==> config.mk <==
export PLATFORM = sky130hd
export DESIGN_NAME = bl_order_decode
export DESIGN_NICKNAME = d
export VERILOG_FILES = /design/src/rtl/bl_order_decode.sv
export SDC_FILE = /design/constraint.sdc
export NUM_CORES = 1
export LEC_CHECK = 0
export BUFFER_PORTS_ARGS = -buffer_cell sky130_fd_sc_hd__clkbuf_2
export CAP_MARGIN = 0
export CORE_UTILIZATION = 59
export CTS_CLUSTER_SIZE = 8
export DETAILED_ROUTE_END_ITERATION = 6
export PLACE_DENSITY = 0.84
export RECOVER_POWER = 25
export SYNTH_ARGS = -nofsm -noshare
export SYNTH_HDL_FRONTEND = slang
export SYNTH_SLANG_ARGS = --single-unit
==> constraint.sdc <==
create_clock -name clk -period 9.5 [get_ports clk]
set_input_delay 1.425 -clock clk [delete_from_list [all_inputs] [get_ports clk]]
set_output_delay 1.425 -clock clk [all_outputs]
set_load 0.02 [all_outputs]
==> src/rtl/bl_order_decode.sv <==
// Receive-side baseline order decoder: canonical baseline address, frame counting.
// Optional duplicate/missing-baseline checking enabled by defining BL_DUP_CHECK_EN.
module bl_order_decode #(
    parameter int N_ANTS   = 8,
    parameter int FRM_BITS = 16,
    localparam int ANT_BITS = $clog2(N_ANTS),
    localparam int N_BLS    = N_ANTS * (N_ANTS + 1) / 2,
    localparam int BL_BITS  = $clog2(N_BLS)
) (
    input  logic                clk,
    input  logic                rst,
    input  logic                sync,
    input  logic                en,
    input  logic [ANT_BITS-1:0] ant_a,
    input  logic [ANT_BITS-1:0] ant_b,
    input  logic                buf_sel,
    output logic [BL_BITS-1:0]  bl_addr,
    output logic                bl_valid,
    output logic                bl_buf_sel,
    output logic                sync_out,
    output logic                frame_done,
    output logic [FRM_BITS-1:0] frame_cnt,
    output logic                dup_err,
    output logic                miss_err
);

    localparam logic [BL_BITS:0] CNT_ONE  = (BL_BITS+1)'(1);
    localparam logic [BL_BITS:0] CNT_LAST = (BL_BITS+1)'(N_BLS - 1);

    logic [BL_BITS:0]    cnt_reg, cnt_next;
    logic                last_next;
    logic [ANT_BITS-1:0] lo_in, hi_in;
    logic [ANT_BITS-1:0] s1_lo_reg, s1_hi_reg;
    logic                s1_en_reg, s1_sync_reg, s1_buf_reg, s1_last_reg;
    logic [BL_BITS:0]    hi_ext, tri_prod;
    logic [BL_BITS-1:0]  addr_s1;

    assign lo_in = (ant_a < ant_b) ? ant_a : ant_b;
    assign hi_in = (ant_a < ant_b) ? ant_b : ant_a;

    // sync restarts the count; a sample arriving with sync is index 0 of the new frame
    always_comb begin
        cnt_next  = cnt_reg;
        last_next = 1'b0;
        if (sync) begin
            cnt_next = en ? CNT_ONE : '0;
        end else if (en) begin
            if (cnt_reg == CNT_LAST) begin
                cnt_next  = '0;
                last_next = 1'b1;
            end else begin
                cnt_next = cnt_reg + CNT_ONE;
            end
        end
    end

    always_ff @(posedge clk) begin
        if (rst) begin
            cnt_reg     <= '0;
            s1_lo_reg   <= '0;
            s1_hi_reg   <= '0;
            s1_en_reg   <= 1'b0;
            s1_sync_reg <= 1'b0;
            s1_buf_reg  <= 1'b0;
            s1_last_reg <= 1'b0;
        end else begin
            cnt_reg     <= cnt_next;
            s1_lo_reg   <= lo_in;
            s1_hi_reg   <= hi_in;
            s1_en_reg   <= en;
            s1_sync_reg <= sync;
            s1_buf_reg  <= buf_sel;
            s1_last_reg <= last_next;
        end
    end

    // hi*(hi+1) is always even and below 2*N_BLS, so BL_BITS+1 bits hold it exactly
    assign hi_ext   = {{(BL_BITS+1-ANT_BITS){1'b0}}, s1_hi_reg};
    assign tri_prod = hi_ext * (hi_ext + CNT_ONE);
    assign addr_s1  = tri_prod[BL_BITS:1] + {{(BL_BITS-ANT_BITS){1'b0}}, s1_lo_reg};

    always_ff @(posedge clk) begin
        if (rst) begin
            bl_addr    <= '0;
            bl_valid   <= 1'b0;
            bl_buf_sel <= 1'b0;
            sync_out   <= 1'b0;
            frame_done <= 1'b0;
            frame_cnt  <= '0;
        end else begin
            bl_addr    <= addr_s1;
            bl_valid   <= s1_en_reg;
            bl_buf_sel <= s1_buf_reg;
            sync_out   <= s1_sync_reg;
            frame_done <= s1_last_reg;
            if (s1_last_reg) begin
                frame_cnt <= frame_cnt + 1'b1;
            end
        end
    end

`ifdef BL_DUP_CHECK_EN
    logic [N_BLS-1:0] seen_reg;
    logic [N_BLS-1:0] addr_onehot, seen_base, seen_with;

    genvar gi;
    generate
        for (gi = 0; gi < N_BLS; gi++) begin : g_onehot
            assign addr_onehot[gi] = (addr_s1 == BL_BITS'(gi));
        end
    endgenerate

    // map is checked and updated at stage 2 so both flags line up with bl_valid
    always_comb begin
        seen_base = s1_sync_reg ? '0 : seen_reg;
        seen_with = seen_base | (s1_en_reg ? addr_onehot : '0);
    end

    always_ff @(posedge clk) begin
        if (rst) begin
            seen_reg <= '0;
            dup_err  <= 1'b0;
            miss_err <= 1'b0;
        end else begin
            if (s1_en_reg && ((seen_base & addr_onehot) != '0)) begin
                dup_err <= 1'b1;
            end
            if (s1_sync_reg && (seen_reg != '0) && !(&seen_reg)) begin
                miss_err <= 1'b1;
            end
            if (s1_last_reg && !(&seen_with)) begin
                miss_err <= 1'b1;
            end
            seen_reg <= s1_last_reg ? '0 : seen_with;
        end
    end
`else
    assign dup_err  = 1'b0;
    assign miss_err = 1'b0;
`endif

endmodule

# Word level (Yosys, flattened, before mapping)
# Cells that the tools add are included.
# Widths: inputs -> output; s select.
[word_totals] ff_bits=43 inputBits=11 output_inout_bits=28 elab_cells=30
[op_classes] add_sub_neg=4 mul=1 order_cmp=1 n_eq_ne=1 mux=7 n_bitwise=1 n_reduce_logical=2
[op_table] cell="$mux 7" count=3
[op_table] cell="$add 16x1->16 const B" count=1
[op_table] cell="$add 7x1->7 const B" count=1
[op_table] cell="$eq 7x6->1 const B" count=1
[op_table] cell="$mul 3x4->7" count=1
[op_table] cell="$add 6x3->6" count=1
[op_table] cell="$mux 3" count=2
[op_table] cell="$add 3x1->4 const B" count=1
[op_table] cell="$lt 3x3->1" count=1
[op_table] cell="$reduce_or 3->1" count=1
[op_table] cell="$mux 1" count=2
[op_table] cell="$reduce_bool 2->1" count=1
[op_table] cell="$not 1->1" count=1

# Logic depth before layout (Yosys ltp)
[depth] ltp_word=4 ltp_mapped=13 depth_no_buf=13

# Worst setup path before layout
# OpenSTA, ideal clock, no wires.
[synth_path] path_type="register to register" start="reg s1_hi_reg[0]" end="reg bl_addr[5]" setup_time_ns=0.128 arrival_time_ns=2.959 required_ns=9.372 setup_slack_ns=6.414 stages_incl_launch_ff=14 n_path_buf=0 synth_period_minus_slack_ns=3.086 cell_sequence="dfxtp_1 ha_1 inv_1 ha_1 nand2b_1 fa_1 inv_1 ha_1 fa_1 ha_1 a21oi_1 nor4_1 xor2_1 nor2_1"
[synth_between] elab_chain_cells=3
[synth_rtl] item="start: declaration" line_no="33" rtl="logic [ANT_BITS-1:0] s1_lo_reg, s1_hi_reg;"
[synth_rtl] item="start signal: assignment" line_no="69" rtl="s1_hi_reg <= hi_in;"
[synth_rtl] item="$add 3x1->4" line_no="79" rtl="assign tri_prod = hi_ext * (hi_ext + CNT_ONE);"
[synth_rtl] item="$mul 3x4->7 (*)" line_no="79"
[synth_rtl] item="$add 6x3->6 (*)" line_no="80" rtl="assign addr_s1 = tri_prod[BL_BITS:1] + {{(BL_BITS-ANT_BITS){1'b0}}, s1_lo_reg};"
[synth_rtl] item="end signal: assignment" line_no="91" rtl="bl_addr <= addr_s1;"
[synth_rtl] item="end: declaration" line_no="17" rtl="output logic [BL_BITS-1:0] bl_addr,"
# Mark *: on every way between the ends. The rest lies on a longest branch, timed or not.
# A chain may end at the register's enable or synchronous reset.

# Final worst setup path
# Same ends and word-level chain as after synthesis.

==> results_dict.tcl <==
set metrics [dict create \
    hold_violations 0 \
    worst_slack_ns 6.174 \
    cts-root-buf "clkbuf_4" \
    cts_hold_buf 0 \
    port_buffers 36 \
    cts.path.max_buffers 2 \
    netlist_instances 222 \
    wire_per_inst_um 10.51 \
    fin_nets 290 \
    relSlewSlack -0.03403 \
    min_to "sync_out$_SDFF_PP0_" \
    place_inst 296 \
    vdd_ir_drop_max_mv 0.08613 \
    drive_gt1_frac 0.1822 \
    power.density_mw_per_mm2 142.5 \
    critPathArrivalTime_ns 3.51 \
    r2r_end "bl_addr[5]$_SDFF_PP0_" \
    synth_area_mm2 0.002079 \
    fin_crit_ns 3.326 \
    yosysTopAreaCellShare 0.4140 \
    fmax_ghz 0.3006 \
    area_growth_pct 12.27 \
    fin_skew_ns 0.01346 \
    grt_pass1_wl_um 5533 \
    start_kind "register" \
    drc_errors 0 \
    row_count 21 \
    violations "max-capacitance violations, max-slew violations" \
    drt_iter0_drc 32 \
    final.setup.tns_ns 0 \
    cts_buffers 5 \
    ys_types 39 \
    setup_viol 0 \
    grt_max_degree 41 \
    cp_common_cell "ha_1" \
    seq_area_frac_synth 0.4140 \
    wirelength_um 3196 \
    fp.dieH_um 61.37 \
    synth_ff_type "dfxtp_1" \
    yosysMostFrequentCell "dfxtp_1" \
    holdCritStartpoint "s1_sync_reg$_SDFF_PP0_" \
    reg2reg_setup_slack_ns 6.17 \
    synth-edff-count 0 \
    worst_pin_slew_ns 1.551 \
    htree_levels 2 \
    core_area_mm2 0.003363 \
    max_cap_viol_count 1 \
    dpl.hpwl_um 2394 \
    synthTopCellsByArea "dfxtp_1 41%, ha_1 11%, xor2_1 6.7%" \
    crit_chain "ha_1 > inv_1 > ha_1 > nand2b_1 > fa_1 > inv_1 > ha_1 > fa_1 > ha_1 > a21oi_1 > nor4_1 > xor2_1 > nor2_1" \
    fin_cells 304 \
    start_util 0.6183 \
    hold_depth 1 \
    yosysWarnings 0 \
    fin_crit_sh 0.3501 \
    grt_setup_unrepaired "no" \
    grt_pass1_vias 1361 \
    required_ns 9.68 \
    slew_viol_final 41 \
    synth-async-reset-ratio 0 \
    crit_type "reg -> reg" \
    avgSynthCellArea_um2 9.367 \
    final_util 0.6942 \
    vias 1501 \
    clk_pin_slew_ns 0.13 \
    dr.pass1.iters 4 \
    cts_resized 0 \
    report.power.total_uw 332.8 \
    overflow 0 \
    gp_congestion 0.7726 \
    largest_reg_flops 16 \
    antenna_found_initial 0 \
    critPathSlowestCell "fa_1" \
    ys_seq_elements 43 \
    dieArea_mm2 0.003766 \
    cp_num_buf_inv 2 \
    dieWidth_um 61.37 \
    leakage_uw 0.001085 \
    cts_sinks 43 \
    slowest_delay_ns 0.48 \
    viasPerCell 4.938 \
    cp-end-kind "register" \
    cts_setup_buffers 0 \
    synth_top_cell_by_area "dfxtp_1" \
    ios 39 \
    yosys-top-cells-count "43 x dfxtp_1, 35 x nor2_1, 18 x ha_1" \
    drtAntennaViolNets 0 \
    hp-class "reg -> reg" \
    cts_tree "done" \
    dp_slack_ns 6.210 \
    grtUsageTotal 0.1991 \
    cp_max_fo 6 \
    reg2reg_depth 13 \
    status "finished with violations" \
    critPathTopFamily "adder cells" \
    diodes 0 \
    rr_startpoint "s1_hi_reg[0]$_SDFF_PP0_" \
    worstSkewPairLatency_ns 0.35 \
]
==> final cells by class <==
class / instances / area, µm²
multi-input combinational: 156 / 1114
fill: 293 / 1028
sequential: 43 / 860.8
timing repair buffer: 36 / 178.9
tap: 46 / 57.56
inverter: 15 / 56.30
clock buffer: 6 / 51.30
clock inverter: 2 / 16.27
==> logic make-up (layout without fill, tap and decap cells) <==
group	after synthesis	after routing	share of synthesized area
buffers and inverters	24	59	0.04994
flip-flops	43	43	0.4140
AND/OR/NAND/NOR	84	84	0.2022
multiplexers	6	6	0.02888
other	1	2	0.001803
adder cells (fa/ha/maj)	22	22	0.1468
XOR/XNOR	23	23	0.09687
AO/OA/AOI/OAI	19	19	0.05956
==> report_power, final <==
part	internal, µW	switching (µW)
Sequential	187	3.33
Combinational	19.9	27.8
Clock	36.5	58.0
==> worst max-delay path by stage <==
stage | start | endpoint | cells after the start
2_1_floorplan | s1_hi_reg[0]$_SDFF_PP0_ | bl_addr[5]$_SDFF_PP0_ | 13
3_3_place_gp | s1_hi_reg[0]$_SDFF_PP0_ | bl_addr[5]$_SDFF_PP0_ | 13
3_5_place_dp | s1_hi_reg[0]$_SDFF_PP0_ | bl_addr[5]$_SDFF_PP0_ | 13
4_1_cts | s1_hi_reg[0]$_SDFF_PP0_ | bl_addr[5]$_SDFF_PP0_ | 13
5_1_grt | s1_hi_reg[0]$_SDFF_PP0_ | bl_addr[5]$_SDFF_PP0_ | 13
6_report | s1_hi_reg[0]$_SDFF_PP0_ | bl_addr[5]$_SDFF_PP0_ | 13
==> worst register-to-register path, delay by kind of cell (launching register included) <==
kind | cells | cell delay [ns]
buf+inv | 2 | 0.08
simple gates | 3 | 0.44
compound gates | 1 | 0.10
xor+xnor | 1 | 0.17
flops | 1 | 0.46
fa+ha+maj | 6 | 1.92
==> routing by layer <==
metal / global-route usage / wire (µm) / vias up
li1: - / - / 794
met1: 0.2487 / 1529 / 657
met2: 0.3261 / 1432 / 44
met3: 0.05252 / 193 / 6
met4: 0.08571 / 40 / 0
met5: 0 / 0 / -
==> through the flow <==
step	hold WS, ns	instance area, µm²
6_report	0.4394	2335
5_1_grt	0.4346	2335
4_1_cts	0.4408	2341
3_5_place_dp	0.4256	2273
3_3_place_gp	0.4154	2273
2_1_floorplan	0.4138	2083
==> layout by cell type (no fill, tap or decap), types with 4 or more instances in the layout <==
cell      instances
dfxtp_1          43
nand4_1           5
clkbuf_4          5
mux2i_1           6
xor2_1           16
inv_1            15
xnor2_1           7
nor2b_1          10
nor2_1           35
a21oi_1           7
ha_1             18
clkbuf_2         35
nand2_1          11
nand3_1           7
fa_1              4
(Power assumes the default switching activity.)
